### src/rtl/uart_pkg.sv
// Shared state encoding, widths and defaults for the UART transmit arbiter.
package uart_pkg;

    typedef enum logic [1:0] {
        IDLE = 2'd0,
        SEND = 2'd1,
        BUSY = 2'd2
    } uart_arb_state_t;

    localparam int UART_DATA_W       = 8;
    localparam int UART_IDLE_TIMEOUT = 16;

    // Increment modulo n, used to move the round-robin pointer past the last owner.
    function automatic int wrap_inc(input int v, input int n);
        return (v + 1 >= n) ? 0 : v + 1;
    endfunction

endpackage

### src/rtl/rr_pick.sv
// Combinational round-robin picker: rotate requests by the pointer, take the
// lowest set bit, rotate the winner back to an absolute index.
module rr_pick #(
    parameter int N = 4
) (
    input  logic [N-1:0]         i_req,
    input  logic [$clog2(N)-1:0] i_ptr,
    output logic                 o_any,
    output logic [N-1:0]         o_onehot,
    output logic [$clog2(N)-1:0] o_idx
);
    localparam int PW = $clog2(N);

    logic [N-1:0] w_rot;
    int           w_sum;

    assign w_rot = N'({i_req, i_req} >> i_ptr);

    always_comb begin
        w_sum = 0;
        for (int i = N - 1; i >= 0; i--)
            if (w_rot[i]) w_sum = i;
        w_sum = w_sum + int'(i_ptr);
        if (w_sum >= N) w_sum = w_sum - N;
    end

    assign o_any    = |i_req;
    assign o_idx    = PW'(w_sum);
    assign o_onehot = o_any ? (N'(1) << o_idx) : '0;

endmodule

### src/rtl/uart_tx_arbiter.sv
// Frame-atomic round-robin arbiter sharing one UART transmitter among N_REQ
// byte-stream requesters, sequencing the transmitter's load / tdre handshake.
module uart_tx_arbiter
    import uart_pkg::*;
#(
    parameter int N_REQ        = 4,
    parameter int DATA_W       = UART_DATA_W,
    parameter int IDLE_TIMEOUT = UART_IDLE_TIMEOUT
) (
    input  logic                    i_clk,
    input  logic                    i_clr_n,
    input  logic [N_REQ-1:0]        i_req_valid,
    input  logic [N_REQ*DATA_W-1:0] i_req_data,
    input  logic [N_REQ-1:0]        i_req_last,
    output logic [N_REQ-1:0]        o_req_ready,
    output logic [N_REQ-1:0]        o_gnt,
    output logic [DATA_W-1:0]       o_tx_data,
    output logic                    o_tx_load,
    input  logic                    i_tx_tdre,
    output logic                    o_busy,
    output logic                    o_timeout
);
    localparam int PW = $clog2(N_REQ);
    localparam int CW = $clog2(IDLE_TIMEOUT + 1);
    localparam logic [CW-1:0] CNT_LAST = CW'(IDLE_TIMEOUT - 1);

    uart_arb_state_t   r_state, w_state_nxt;
    logic [PW-1:0]     r_g, w_g_nxt;
    logic [N_REQ-1:0]  r_gnt, w_gnt_nxt;
    logic [PW-1:0]     r_rr_ptr, w_rr_nxt;
    logic [CW-1:0]     r_idle_cnt, w_cnt_nxt;
    logic              r_last, w_last_nxt;
    logic [DATA_W-1:0] r_tx_data, w_txd_nxt;
    logic              r_tx_load, w_load_nxt;
    logic              r_timeout, w_to_nxt;

    logic              w_pick_any;
    logic [N_REQ-1:0]  w_pick_oh;
    logic [PW-1:0]     w_pick_idx;
    logic [PW-1:0]     w_rr_inc;
    logic              w_cur_valid;
    logic              w_hs;
    logic [DATA_W-1:0] w_bytes [N_REQ];

    for (genvar i = 0; i < N_REQ; i++) begin : g_bytes
        assign w_bytes[i] = i_req_data[i*DATA_W +: DATA_W];
    end

    rr_pick #(.N(N_REQ)) u_pick (
        .i_req    (i_req_valid),
        .i_ptr    (r_rr_ptr),
        .o_any    (w_pick_any),
        .o_onehot (w_pick_oh),
        .o_idx    (w_pick_idx)
    );

    assign w_rr_inc    = PW'(wrap_inc(int'(r_g), N_REQ));
    assign w_cur_valid = i_req_valid[r_g];
    assign w_hs        = (r_state == SEND) && w_cur_valid && i_tx_tdre;

    always_comb begin
        w_state_nxt = r_state;
        w_g_nxt     = r_g;
        w_gnt_nxt   = r_gnt;
        w_rr_nxt    = r_rr_ptr;
        w_cnt_nxt   = r_idle_cnt;
        w_last_nxt  = r_last;
        w_txd_nxt   = r_tx_data;
        w_load_nxt  = 1'b0;
        w_to_nxt    = 1'b0;
        case (r_state)
            IDLE: begin
                if (w_pick_any) begin
                    w_state_nxt = SEND;
                    w_g_nxt     = w_pick_idx;
                    w_gnt_nxt   = w_pick_oh;
                    w_cnt_nxt   = '0;
                end
            end
            SEND: begin
                if (w_hs) begin
                    w_state_nxt = BUSY;
                    w_txd_nxt   = w_bytes[r_g];
                    w_load_nxt  = 1'b1;
                    w_last_nxt  = i_req_last[r_g];
                    w_cnt_nxt   = '0;
                end else if (!w_cur_valid) begin
                    // Silence counts only while the owner has nothing to offer;
                    // a stalled transmitter never revokes the grant.
                    if (r_idle_cnt == CNT_LAST) begin
                        w_state_nxt = IDLE;
                        w_to_nxt    = 1'b1;
                        w_gnt_nxt   = '0;
                        w_rr_nxt    = w_rr_inc;
                        w_cnt_nxt   = '0;
                    end else begin
                        w_cnt_nxt = r_idle_cnt + 1'b1;
                    end
                end
            end
            BUSY: begin
                if (!i_tx_tdre) begin
                    if (r_last) begin
                        w_state_nxt = IDLE;
                        w_gnt_nxt   = '0;
                        w_rr_nxt    = w_rr_inc;
                    end else begin
                        w_state_nxt = SEND;
                    end
                end
            end
            default: w_state_nxt = IDLE;
        endcase
    end

    always_ff @(posedge i_clk or negedge i_clr_n) begin
        if (!i_clr_n) begin
            r_state    <= IDLE;
            r_g        <= '0;
            r_gnt      <= '0;
            r_rr_ptr   <= '0;
            r_idle_cnt <= '0;
            r_last     <= 1'b0;
            r_tx_data  <= '0;
            r_tx_load  <= 1'b0;
            r_timeout  <= 1'b0;
        end else begin
            r_state    <= w_state_nxt;
            r_g        <= w_g_nxt;
            r_gnt      <= w_gnt_nxt;
            r_rr_ptr   <= w_rr_nxt;
            r_idle_cnt <= w_cnt_nxt;
            r_last     <= w_last_nxt;
            r_tx_data  <= w_txd_nxt;
            r_tx_load  <= w_load_nxt;
            r_timeout  <= w_to_nxt;
        end
    end

    assign o_req_ready = w_hs ? r_gnt : '0;
    assign o_gnt       = r_gnt;
    assign o_tx_data   = r_tx_data;
    assign o_tx_load   = r_tx_load;
    assign o_busy      = (r_state != IDLE);
    assign o_timeout   = r_timeout;

endmodule

### config.mk
export PLATFORM = sky130hd
export DESIGN_NAME = uart_tx_arbiter
export DESIGN_NICKNAME = d
export VERILOG_FILES = /design/src/rtl/uart_pkg.sv /design/src/rtl/rr_pick.sv /design/src/rtl/uart_tx_arbiter.sv
export SDC_FILE = /design/constraint.sdc
export NUM_CORES = 1
export LEC_CHECK = 0
export BUFFER_PORTS_ARGS = -buffer_cell sky130_fd_sc_hd__buf_2
export CORE_MARGIN = 10
export CORE_UTILIZATION = 53
export DETAILED_ROUTE_END_ITERATION = 6
export PLACE_DENSITY = 0.95
export SYNTH_ARGS = -nofsm -noshare
export SYNTH_HDL_FRONTEND = slang
export SYNTH_SLANG_ARGS = --single-unit
### constraint.sdc
create_clock -name i_clk -period 4.4 [get_ports i_clk]
set_input_delay 0.22 -clock i_clk [delete_from_list [all_inputs] [get_ports i_clk]]
set_output_delay 0.22 -clock i_clk [all_outputs]
set_load 0.01 [all_outputs]
# After elaboration in Yosys (flattened, before gate mapping)
# Index checks and enable logic that the tools add are counted.
[classes]
n_bitwise = 1
add_sub_neg = 4
shift = 2
n_eq_ne = 11
muxes = 45
n_reduce_logical = 14
order_cmp = 4
[ops]
columns = ["operator", "n"]
rows = [
  ["$mux W2", 16],
  ["$mux W4", 7],
  ["$mux W5", 4],
  ["$bmux W8 S2", 1],
  ["$mux W8", 2],
  ["$pmux W4 S3", 1],
  ["$pmux W5 S2", 1],
  ["$ge A3 B3 Y1 const B", 3],
  ["$mux W1", 9],
  ["$ne A2 B2 Y1 const B", 4],
  ["$shr A8 B2 Y4", 1],
  ["$reduce_and A7 Y1", 1],
  ["$pmux W2 S3", 1],
  ["$reduce_and A6 Y1", 1],
  ["$reduce_bool A2 Y1", 3],
  ["$add A5 B1 Y5 const B", 1],
  ["$eq A5 B4 Y1 const B", 1],
  ["$bmux W1 S2", 2],
  ["$ne A2 B1 Y1 const B", 2],
  ["$pmux W2 S2", 1],
  ["$reduce_and A2 Y1", 2],
  ["$reduce_and A4 Y1", 1],
  ["$reduce_or A4 Y1", 1],
  ["$shl A1 B2 Y4 const A", 1],
  ["other kinds (13)", 14],
]
[totals]
inputBits = 43
register_bits = 26
elab_cells = 90

# Logic depth before layout (Yosys ltp)
[depth]
ltp_word = 11
ltp_mapped = 10
ltp_nobuf = 8

# Modules after synthesis
# Synthesis repeated with hierarchy kept, for this count alone.
[hier_totals]
hier_cells = 155
hier_area_um2 = 1795.5
[by_module_without_submodules]
columns = ["mod", "area_each_um2", "instances", "cells_each"]
rows = [
  ["uart_tx_arbiter", 1505.2, 1, 118],
  ["rr_pick", 290.3, 1, 37],
]

# Least setup slack after synthesis
# No wires, ideal clock.
[synth_path]
path_kind = "register -> register"
startpoint = "reg r_state[1]"
endpoint = "reg r_state[0]"
path_buffers = 1
t_arrival_ns = 1.853
period_less_slack_ns = 1.978
setup_ns = 0.125
slack_ns = 2.422
stages_incl_launch_ff = 9
path_cell_list = "dfrtp_1 inv_1 ha_1 clkbuf_1 nand2_1 o22ai_2 a21oi_1 nor3_1 mux2_2"
[synth_between]
elab_chain_len = 5
[synth_lines]
columns = ["item", "line", "rtl"]
rows = [
  ["start: declaration", "uart_tx_arbiter.sv:27", "uart_arb_state_t r_state, w_state_nxt;"],
  ["start signal: assignment", "uart_tx_arbiter.sv:128", "r_state <= w_state_nxt;"],
  ["$eq A2 B1 Y1", "uart_tx_arbiter.sv:59, uart_tx_arbiter.sv:71", ""],
  ["$logic_and A1 B1 Y1 (2 in series)", "uart_tx_arbiter.sv:59", "assign w_hs = (r_state == SEND) && w_cur_valid && i_tx_tdre;"],
  ["$ne A3 B2 Y1 (no line), or another cell as far along", "--", ""],
  ["$reduce_and A4 Y1 (no line) or $pmux W2 S3 (tied branches)", "--", ""],
]
# Parallel ways exist; a longest one is shown, timed or not.
# A chain may end at the register's enable or synchronous reset.

# Worst setup path after layout
[layout_path]
startpoint = "reg r_g[0]"
endpoint = "reg r_idle_cnt[0]"
[layout_between]
elab_chain_len = 6
[layout_lines]
columns = ["item", "line", "rtl"]
rows = [
  ["start: declaration", "uart_tx_arbiter.sv:28", "logic [PW-1:0] r_g, w_g_nxt;"],
  ["start signal: assignment", "uart_tx_arbiter.sv:129", "r_g <= w_g_nxt;"],
  ["$bmux W1 S2 (*)", "uart_tx_arbiter.sv:58", "assign w_cur_valid = i_req_valid[r_g];"],
  ["$mux W1 (implied by the code) (*)", "uart_tx_arbiter.sv:58", ""],
  ["$logic_and A1 B1 Y1 (2 in series)", "uart_tx_arbiter.sv:59", ""],
  ["$ne A3 B3 Y1 (no line) or $mux W5 (tied branches)", "--", ""],
  ["$reduce_and A3 Y1 (no line) or $pmux W5 S2 (tied branches)", "--", ""],
  ["end signal: assignment", "uart_tx_arbiter.sv:132", "r_idle_cnt <= w_cnt_nxt;"],
  ["end: declaration", "uart_tx_arbiter.sv:31", "logic [CW-1:0] r_idle_cnt, w_cnt_nxt;"],
]
# Mark *: on every way between the ends. The rest lies on a longest branch, timed or not. The select of a mux whose other input is x is not followed.

==> flow_summary.ini <==
[synthesis]
synth.distinct_cells = 37
synth_edf_count = 0
ys_seq_elements = 26
postSynthCellCount = 170
synthFlopType = dfrtp_1
syn_avg_cell_area_um2 = 9.88
synth_nets = 220
syn-cell-area_um2 = 1680
ys_warn_count = 0
synth-seq-area-share_pct = 38.7
async_reset_ff_share_pct = 100

[detailed_routing]
num_vias = 1473
drt-total-wl_um = 4130
ant_nets = 0
drt-initial-drc-count = 96
first_pass_iters = 4
via_per_inst = 5.42
drc_errors = 0
wire_per_inst_um = 15.2

[setup_path]
cp.arrival_ps = 3010
critPathRequiredTime_ps = 4660
crit_type = flop to flop
worst_setup_path_end_kind = flop
startpoint_type = flop
worst-path-max-fanout = 14

[placed_design]
gp_congestion = 0.828
io_buffers = 61
dpl.cell_count = 267
dpl.hpwl_um = 3440

[sta]
maxSlewViolCount = 0
hold_ws_ps = 279
max_freq_mhz = 363
tns_ps = 0
fin_skew_ps = 17.1
max-slew-margin-rel_pct = 51.3
period_minus_slack_ps = 2760
setup_viol = 0
finalHoldViolCount = 0
worst_pin_slew_ps = 731
finalCritPeriodShare_pct = 62.6
rsz0062_at_grt = false

[clocking]
numCtsBuffers = 3
cts_setup_buffers = 0
htreeDepth = 1
cts_max_path_buffers = 2
postCtsHoldBufs = 1
clock_sinks = 26
cts_resized = 0
cts_root_buf = clkbuf_4
path_clk_slew_ps = 150
cts_tree = built
worstSkewPairLatency_ps = 330

[pwr]
leakagePower_nw = 1.05
power_density_nw_per_um2 = 622
total_power_w = 0.00128
peakVddDrop_v = 0.000354

[cells_and_area]
instances_no_fill = 272
ff_latch_area_um2 = 651
final_core_util_pct = 67.5
nets = 279
multi_input_area_um2 = 957
drive_gt1_share_pct = 36.8
fillers = 250
area_delta_synth_final_pct = 22.7
antenna_cells = 0

[die]
num_rows = 20
die_w_um = 76.3
io_pins = 62
fp.dieArea_um2 = 5820
start_util_pct = 55.0
die_y_um = 76.3
core-area_um2 = 3050

[global_routing]
grt_pass1_wl_um = 7220
grt_overflow = 0
grt_usage_pct = 14.4
grt_pass1_vias = 1560
antenna_found_initial = 0
grt_max_degree = 27

[run]
maxCapViolCount = 0

[worst_hold_path]
min_path_type = input pin to flop

[status]
outcome = finished, final reports clean
-- logic make-up (layout without fill, tap and decap cells) --
logic type                 after synthesis  in the layout  share of synthesized area [%]
xor gates and xnor gates                 3              3                           1.57
buffers and inverters                   16             74                           4.25
DFF                                     26             26                           38.7
AOI/OAI and AO/OA                       28             28                           11.8
muxes                                   19             19                           18.5
adders and majority gates                7              7                           5.22
and+or+nand+nor                         71             71                           20.0
-- layout by cell type, fill, tap and decap left out, drive strengths merged, types with 2 or more instances in the layout --
cell type  synthesis  routed
buf                4      61
nand2             40      40
dfrtp             26      26
o21ai             12      12
mux4               9       9
inv                8       8
nor2               7       7
ha                 7       7
mux2               6       6
nand2b             5       5
and3               5       5
mux2i              4       4
nor2b              3       3
nand3              3       3
a21oi              3       3
clkbuf             4       3
o22ai              2       2
o221ai             2       2
nor3               2       2
nand4b             2       2
xor2               2       2
a31oi              2       2
or3                2       2
-- worst max-delay path, cell delays in order (launching register included) --
cell,delay [ps]
dfrtp_1,850
mux2i_1,350
o22ai_2,200
nand2_1,410
inv_1,290
or3_4,460
o21ai_2,120
-- sequential cells by signal, summed over array words and instances (netlist names) --
register    count
o_gnt           4
o_tx_load       1
r_last          1
o_timeout       1
r_idle_cnt      5
r_rr_ptr        2
r_state         2
r_g             2
o_tx_data       8
-- routing by layer --
| layer | global-route usage [%] | up-vias | part of all wire [%] |
|---|---|---|---|
| met2 | 24.9 | 47 | 51 |
| met5 | 0 | - | 0 |
| li1 | - | 729 | - |
| met1 | 16.4 | 695 | 41 |
| met4 | 2.42 | 0 | 0.34 |
| met3 | 5.78 | 2 | 7.6 |
-- where the power goes --
group / switching, W / internal (W) / total, W
combinational: 0.000343 / 0.000333 / 0.000676
sequential: 0.000115 / 0.000325 / 0.000441
clock: 0.0000735 / 0.0000922 / 0.000166
-- synth_stat cells (3+ instances only) --
library cell,instances,area (um^2)
nor2_1,7,26.3
o21ai_0,8,40.0
clkbuf_1,4,15.0
ha_1,7,87.6
buf_2,3,15.0
a21oi_1,3,15.0
nand2_1,40,150
mux2_2,6,67.6
mux2i_1,4,40.0
mux4_2,9,203
nand2b_1,5,31.3
nor2b_1,3,18.8
inv_1,8,30.0
o21ai_1,3,15.0
and3_1,5,31.3
nand3_1,3,15.0
dfrtp_1,26,651
-- metrics by stage --
step	worst slack, ps	cell area (um^2)
after floorplan	2420	1680
after global placement	1840	2000
after detailed placement	1710	2000
after CTS	1670	2060
after global routing	1410	2060
final	1640	2060
-- path summary, 6_finish.rpt --
path                                     startpoint                   endpoint  cells after the start  slack [ps]
setup reg to reg                 r_g[0]$_DFFE_PN0P_  r_idle_cnt[0]$_DFFE_PN0P_                      6        1640
setup / recovery                 r_g[0]$_DFFE_PN0P_  r_idle_cnt[0]$_DFFE_PN0P_                      6        1640
hold / removal                       i_req_data[19]   o_tx_data[3]$_DFFE_PN0P_                      4         280
min in group asynchronous                   i_clr_n       o_gnt[2]$_DFFE_PN0P_                      2         390
max in group asynchronous                   i_clr_n   o_tx_data[2]$_DFFE_PN0P_                      2        3620
hold reg to reg            o_tx_data[6]$_DFFE_PN0P_   o_tx_data[6]$_DFFE_PN0P_                      2         490
-- cell type report --
type                            count  share of cell area (%)
Sequential cell                    26                    31.6
Timing Repair Buffer               62                    15.3
Tap cell                           44                    2.67
Clock inverter                      1                    1.46
Multi-Input combinational cell    128                    46.4
Inverter                            8                    1.46
Clock buffer                        3                    1.09
(Power assumes the default switching activity.)
